--- config.mk ---
export PLATFORM = sky130hd
export DESIGN_NAME = sh_seq_ctrl
export DESIGN_NICKNAME = d
export VERILOG_FILES = /design/src/rtl/sh_pkg.sv /design/src/rtl/sh_rgst.sv /design/src/rtl/sh_seq_ctrl.sv
export SDC_FILE = /design/constraint.sdc
export NUM_CORES = 1
export LEC_CHECK = 0
export ABC_AREA = 1
export CAP_MARGIN = 20
export CORE_MARGIN = 5
export CORE_UTILIZATION = 51
export DETAILED_ROUTE_END_ITERATION = 16
export PLACE_DENSITY = 0.8
export SYNTH_ARGS = -nofsm -noshare
export SYNTH_HDL_FRONTEND = slang
export SYNTH_SLANG_ARGS = --single-unit
--- constraint.sdc ---
create_clock -name clk -period 1.5 [get_ports clk]
set_input_delay 0.3 -clock clk [delete_from_list [all_inputs] [get_ports clk]]
set_output_delay 0.3 -clock clk [all_outputs]
set_load 0.05 [all_outputs]
--- src/rtl/sh_pkg.sv ---
// Shared constants, state encoding and length normalisation for the shift sequencer.
package sh_pkg;

  localparam int unsigned W     = 16;
  localparam int unsigned CNT_W = 5;

  typedef enum logic [1:0] {
    StIdle  = 2'd0,
    StShift = 2'd1,
    StDone  = 2'd2
  } sh_state_e;

  // Zero or anything wider than the register means a full-width transfer.
  function automatic logic [CNT_W-1:0] norm_len(input logic [CNT_W-1:0] l);
    if (l == '0 || 32'(l) > W) begin
      return CNT_W'(W);
    end
    return l;
  endfunction

endpackage

--- src/rtl/sh_rgst.sv ---
// Load/shift register: parallel load has priority over a left shift with serial fill.
module sh_rgst #(
  parameter int unsigned W = 16
) (
  input  logic         clk,
  input  logic         rst_b,
  input  logic         ld,
  input  logic         sh,
  input  logic         sh_in,
  input  logic [W-1:0] d,
  output logic [W-1:0] q
);

  always_ff @(posedge clk or negedge rst_b) begin
    if (!rst_b) begin
      q <= '0;
    end else if (ld) begin
      q <= d;
    end else if (sh) begin
      q <= {q[W-2:0], sh_in};
    end
  end

endmodule

--- src/rtl/sh_seq_ctrl.sv ---
// Full-duplex serial shift sequencer: loads a word, shifts it out MSB-first, captures rx bits.
module sh_seq_ctrl #(
  parameter int unsigned W     = sh_pkg::W,
  parameter int unsigned CNT_W = sh_pkg::CNT_W
) (
  input  logic             clk,
  input  logic             rst_b,
  input  logic             start,
  input  logic [W-1:0]     tx_data,
  input  logic [CNT_W-1:0] len,
  input  logic             abort,
  input  logic             ser_in,
  output logic             ser_out,
  output logic             shift_en,
  output logic             busy,
  output logic             done,
  output logic [W-1:0]     rx_data
);

  import sh_pkg::*;

  sh_state_e        state_q;
  logic [CNT_W-1:0] cnt_q;
  logic [CNT_W-1:0] len_q;
  logic [W-1:0]     rx_data_q;
  logic [W-1:0]     q;
  logic [W-1:0]     q_next;
  logic [W-1:0]     len_mask;
  logic             ld;
  logic             sh;

  assign ld = (state_q == StIdle) && start;
  assign sh = (state_q == StShift);

  sh_rgst #(
    .W (W)
  ) u_sh_rgst (
    .clk   (clk),
    .rst_b (rst_b),
    .ld    (ld),
    .sh    (sh),
    .sh_in (ser_in),
    .d     (tx_data),
    .q     (q)
  );

  // Register contents after the final shift edge, as seen by the capture.
  assign q_next = {q[W-2:0], ser_in};

  always_comb begin
    len_mask = '0;
    for (int i = 0; i < int'(W); i++) begin
      len_mask[i] = (i < int'(len_q));
    end
  end

  always_ff @(posedge clk or negedge rst_b) begin
    if (!rst_b) begin
      state_q   <= StIdle;
      cnt_q     <= '0;
      len_q     <= '0;
      rx_data_q <= '0;
    end else begin
      unique case (state_q)
        StIdle: begin
          if (start) begin
            state_q <= StShift;
            len_q   <= norm_len(len);
            cnt_q   <= norm_len(len);
          end
        end
        StShift: begin
          if (abort) begin
            state_q <= StIdle;
          end else begin
            cnt_q <= cnt_q - CNT_W'(1);
            if (cnt_q == CNT_W'(1)) begin
              state_q   <= StDone;
              rx_data_q <= q_next & len_mask;
            end
          end
        end
        StDone: begin
          state_q <= StIdle;
        end
        default: begin
          state_q <= StIdle;
        end
      endcase
    end
  end

  assign ser_out  = q[W-1];
  assign shift_en = (state_q == StShift);
  assign busy     = (state_q != StIdle);
  assign done     = (state_q == StDone);
  assign rx_data  = rx_data_q;

endmodule

==> results of run 1 <==
==> sequential cells by signal, indices dropped and copies added, names as in the netlist <==
signal,count
cnt_q,5
len_q,5
state_q,2
rx_data,16
u_sh_rgst.q,16
==> worst min-delay path, delay by kind of cell <==
family	cells	cell delay, ps
buf+inv	3	870
==> synth_stat cells <==
master,number
nand2_1,86
dfrtp_1,44
inv_1,28
nand3_1,23
nor2_1,20
o211ai_1,15
o21ai_0,15
o21ai_1,8
buf_6,5
o21ai_2,4
a21oi_1,3
ha_1,3
inv_2,3
nand2_4,3
nor2_4,3
buf_2,2
nand2_2,2
buf_4,1
nand4_1,1
nor2_2,1
o31ai_1,1
==> worst paths after layout <==
check	startpoint	end	slack, ps	depth (start not counted)
worst max-delay path	state_q[0]	shift_en	40	3
worst min-delay path	rst_b	rx_data[6]	500	3
worst max register to register	cnt_q[1]	rx_data[1]	140	7
worst min register to register	u_sh_rgst.q[12]	u_sh_rgst.q[13]	510	2
max in group asynchronous	rst_b	state_q[1]	790	3
min in group clk	u_sh_rgst.q[12]	u_sh_rgst.q[13]	510	2
==> layout make-up <==
type | count | area [sq um] | share of cell area
clock buffers | 6 | 82.58 | 0.02620
clock inverters | 2 | 10.01 | 0.003176
inverters | 31 | 116.4 | 0.03692
multi-input cells | 188 | 968.4 | 0.3073
flip-flops and latches | 44 | 1104 | 0.3501
well taps | 52 | 65.06 | 0.02064
repair buffers | 61 | 805.8 | 0.2557
==> power by group through the flow <==
stage          Combinational, mW  Clock (mW)  Sequential, mW
2_1_floorplan               1.32           0            2.53
3_3_place_gp                3.07           0            2.12
3_5_place_dp                3.13           0            2.14
4_1_cts                     3.19       0.778            2.12
5_1_grt                     3.49       0.825            2.20
6_report                    3.21       0.759            2.13
==> per-stage QoR <==
step                TNS [ps]  instances
global placement      -785.1        374
detailed placement     -1393        374
floorplan                  0        271
global route          -30.28        384
CTS                        0        384
finish                     0        384
==> metal layers <==
| metal | vias to the layer above | track usage |
|---|---|---|
| met2 | 64 | 0.3074 |
| met4 | 0 | 0.08897 |
| met1 | 966 | 0.2662 |
| met3 | 11 | 0.04965 |
| met5 | - | 0 |
| li1 | 995 | - |
==> kinds of logic (layout without fill, tap and decap cells) <==
kind of cell               Yosys count  in the layout  share of synthesized area
and+or+nand+nor                    139            139                     0.2728
adders and majority gates            3              3                    0.01691
buffers and inverters               39            100                    0.08568
DFF                                 44             44                     0.4961
AOI/OAI and AO/OA                   46             46                     0.1285
==> what timing repair did <==
item | in CTS | in global routing
resized for setup | 2 | 9
endpoints found under the setup margin | 2 | 12
hold endpoints to repair | 44 | 0
setup buffers | 1 | 0
hold buffers | 1 | 0
pin swaps | 1 | 6
cloned | 0 | 0
==> impl_metrics.yaml, run 1 <==
outcome:
  run_status: "completed"
grt:
  grt_overflow_total: 0
  grt_max_degree: 45
  grt_pass1_vias: 1978
  antenna_found_initial: 0
  grt_pass1_wl_um: 9335
  track_usage: 0.1999
job:
  cap_violations: 0
timing:
  worst_pin_slew_ps: 245.0
  finalClockSkew_ps: 6.363
  final-hold-violation-count: 0
  fmax_ghz: 0.6833
  report.final.slew_viol_count: 0
  hold_slack_ps: 500.5
  fin_ws_ps: 36.57
  grt_setup_unrepaired: "true"
  setup-violations-final: 0
  timing.final.crit_share: 0.9756
  slew_headroom: 0.8367
  min_period_ps: 1463
synthesis:
  ys_top_cells_by_area: "dfrtp_1 (50%), nand2_1 (15%), nand3_1 (5.2%), o211ai_1 (5.1%), inv_1 (4.7%)"
  syn_inst: 271
  yosysUniqueCellTypes: 21
  yosysTopAreaCell: "dfrtp_1"
  syn_nets: 300
  synthesis.area_sq_mm: 0.002220
  synth.avg_cell_area_sq_um: 8.191
  yosys_warnings: 0
  synth_top_area_frac: 0.4961
  synth-seq-cells: 44
  seq_area_frac_synth: 0.4961
critical_path:
  end_kind: "primary output"
  slowest_stage: "dfrtp_2"
  cp_max_fo: 5
  start_kind: "register"
  cp_cell_sequence: "inv_1 -> nor2_4 -> buf_12"
  arrival_ps: 1160
  cp_top_family: "flip-flops"
  slowest_delay_ps: 450
  worstSetupPathType: "reg2out"
  path_buf_inv: 2
  crit_required_ps: 1200
pwr:
  p_switching_mw: 2.675
  ir_worst_vdd_v: 0.0009217
  pwr-share-seq: 0.349
  totalPowerFinal_mw: 6.107
  pwr-share-clk: 0.124
  pwr-share-comb: 0.526
  switching_share: 0.4381
  p_leak_nw: 1.467
  internal_power_mw: 3.431
  p_per_area_mw_per_mm2: 1938
detailed_routing:
  wl_per_cell_um: 14.19
  m1WireLength_um: 2342
  wl_met2_um: 2625
  antenna_left: 0
  routed_wirelength_um: 5448
  drt_iter0_drc: 159
  drc: 0
  topRoutingLayerUsed: "met4"
  vias: 2036
  firstDrtPassIters: 5
  met3_length_um: 333
  vias_per_cell: 5.302
clock_network:
  clock_sinks: 44
  ctsRootBufferMaster: "clkbuf_8"
  cts_buffers: 5
  worstSkewPairLatency_ps: 300
  cts_tree: "done"
  path_clk_slew_ps: 80
  h-tree-depth: 2
  cts.path.max_buffers: 2
placed_design:
  port_buffers: 45
  hpwlAfterDp_um: 3963
  dp_slack_ps: -289.6
  place_congestion: 0.9073
  place_area_sq_mm: 0.002999
floorplan:
  initial_core_util: 0.5169
  fp.dieH_um: 75.97
  io_pins: 46
  fp.dieW_um: 75.97
  fp.coreArea_sq_mm: 0.004294
  rows: 24
  die_area_sq_mm: 0.005771
final_layout:
  mostFrequentLayoutCells: "nand2_1 (86), dfrtp_1 (42), inv_1 (27), clkdlybuf4s50_1 (24), buf_12 (23)"
  fillCellCount: 296
  fin_nets: 360
  post-route-util: 0.7340
  final_area_sq_mm: 0.003152
  final_common_cell: "nand2_1"
  area_delta_synth_final_pct: 42.00
  antenna_cells: 0
  drive_gt1_frac: 0.2048
hold_path:
  hp-class: "in2async"
(Power assumes the default switching activity.)
==> run 2: changes to the inputs <==
SLEW_MARGIN = 5   (was unset)
==> results of run 2 <==
Final layout, timing and power as in run 1 (identical DEF).
==> run 3: changes to the inputs <==
ABC_AREA = unset   (was 1)
PLACE_DENSITY = 0.89   (was 0.8)
==> impl_metrics.yaml, run 3 <==
grt:
  grt_pass1_wl_um: 11670
  grt_overflow_total: 0
  grt_pass1_vias: 2200
  track_usage: 0.2533
  antenna_found_initial: 0
  grt_max_degree: 20
synthesis:
  yosysUniqueCellTypes: 45
  synth_most_common_cell: "dfrtp_1"
  synth_edf_count: 0
  synth.avg_cell_area_sq_um: 10.26
  syn_inst: 216
  synth_top_area_frac: 0.4966
  syn_nets: 245
  synth-seq-cells: 44
  synthFlopType: "dfrtp_1"
  async_flop_share: 1.000
  ys_top_cells_by_area: "dfrtp_1 (50%), nand2_1 (7.3%), a22oi_1 (5.8%), mux2_2 (4.1%), mux2_4 (3.4%)"
  synthesis.area_sq_mm: 0.002217
  synthTopCellsByCount: "dfrtp_1 (44), nand2_1 (43), a22oi_1 (17), inv_1 (11)"
  yosysTopAreaCell: "dfrtp_1"
  seq_area_frac_synth: 0.4966
  yosys_warnings: 0
clock_network:
  clock_sinks: 44
  cts_tree: "done"
  ctsRootBufferMaster: "clkbuf_8"
  cts_buffers: 5
  worstSkewPairLatency_ps: 300
  path_clk_slew_ps: 80
  h-tree-depth: 2
  cts.path.max_buffers: 2
detailed_routing:
  vias: 2187
  vias_per_cell: 6.126
  antenna_left: 0
  drt_iter0_drc: 224
  drc: 0
  firstDrtPassIters: 5
  wl_per_cell_um: 20.79
  routed_wirelength_um: 7421
critical_path:
  cp_cell_sequence: "buf_6 -> or2_4 -> buf_12"
  slowest_stage: "dfrtp_2"
  worstSetupStartpoint: "state_q[0]"
  worstSetupPathType: "reg2out"
  end_kind: "primary output"
  crit_required_ps: 1200
  r2r-start: "cnt_q[1]"
  cp_max_fo: 5
  start_kind: "register"
  arrival_ps: 1300
  slowest_delay_ps: 480
timing:
  setup-violations-final: 24
  report.final.slew_viol_count: 0
  fin_ws_ps: -104.7
  finalSetupTns_ps: -1675
  grt_setup_unrepaired: "true"
  min_period_ps: 1605
  timing.final.crit_share: 1.070
  fmax_ghz: 0.6232
  hold_slack_ps: 295.8
  slew_headroom: 0.6905
  final-hold-violation-count: 0
  worst_pin_slew_ps: 460.7
  finalClockSkew_ps: 13.28
final_layout:
  drive_gt1_frac: 0.4066
  antenna_cells: 0
  fin_nets: 333
  area_delta_synth_final_pct: 61.12
  final_common_cell: "nand2_1"
  mostFrequentLayoutCells: "nand2_1 (43), dfrtp_1 (42), buf_4 (34), buf_12 (23), clkdlybuf4s50_1 (19)"
floorplan:
  io_pins: 46
  initial_core_util: 0.5163
  fp.dieH_um: 75.94
  rows: 24
  fp.coreArea_sq_mm: 0.004294
  die_area_sq_mm: 0.005766
  fp.dieW_um: 75.94
pwr:
  p_leak_nw: 1.762
  totalPowerFinal_mw: 6.766
  ir_worst_vdd_v: 0.0009340
  p_per_area_mw_per_mm2: 1894
outcome:
  run_status: "complete, but fails checks"
  violations: "setup timing"
placed_design:
  port_buffers: 45
  place_congestion: 0.9004
  hpwlAfterDp_um: 4338
hold_path:
  worstHoldStart: "len[1]"
  hp-class: "in2reg"
job:
  cap_violations: 0
run 3: what timing repair did:
| item | 4_1_cts | 5_1_grt |
|---|---|---|
| resized for setup | 34 | 21 |
| gates cloned | 1 | 0 |
| setup buffers | 10 | 8 |
| hold endpoints to repair | 17 | 0 |
| hold buffers | 1 | 0 |
| pin swaps | 8 | 7 |
| endpoints found under the setup margin | 29 | 29 |
run 3: cell families after synthesis:
family          after synthesis  synth area share
flops                        44            0.4966
fa+ha+maj                     3           0.01693
compound gates               50            0.1625
mux                          18           0.09707
simple gates                 76            0.1795
buf+inv                      25           0.04740
run 3: cell type report:
cell class                 count  area, sq um
sequential                    44         1104
tap                           52        65.06
fill                         211        721.9
clock inverter                 2        15.01
multi-input combinational    148         1171
inverter                      12        50.05
timing repair buffer          93         1085
clock buffer                   6        82.58
run 3: per-stage QoR:
stage,worst slack (ps),cell area [sq um],util,cells
floorplan,-127.8,2265,-,216
finish,-104.7,3572,0.8319,357
global route,-168.9,3572,0.8319,357
CTS,-83.31,3446,0.8024,350
global placement,-586.5,3173,0.7389,330
detailed placement,-658.7,3173,0.7389,330
run 3: final timing paths:
| path | slack (ps) | to | depth (start not counted) |
|---|---|---|---|
| worst max register to register | -100 | rx_data[13] | 6 |
| min in group asynchronous | 480 | rx_data[2] | 2 |
| worst min-delay path | 300 | len_q[1] | 3 |
| worst min register to register | 510 | u_sh_rgst.q[3] | 2 |
| worst max-delay path | -100 | busy | 3 |
| max in group asynchronous | 530 | rx_data[1] | 3 |
run 3: power breakdown:
part           switching, mW  leakage (nW)  internal, mW  total [mW]
clock                  0.429        0.0434         0.373       0.802
combinational           1.82          1.17          1.92        3.74
sequential             0.571         0.554          1.65        2.22
run 3: critical path, delay by kind of cell (launching register included):
kind / cells / cell delay [ps]
buffers and inverters: 2 / 300
and+or+nand+nor: 1 / 230
DFF: 1 / 480
run 3: routing by layer:
metal  global-route usage  vias to the layer above  part of all wire
met5                    0                        -                 0
met4              0.09253                        0             0.035
met3              0.06872                       31             0.099
met2               0.4135                      163              0.50
met1               0.3198                     1052              0.37
li1                     -                      941                 -
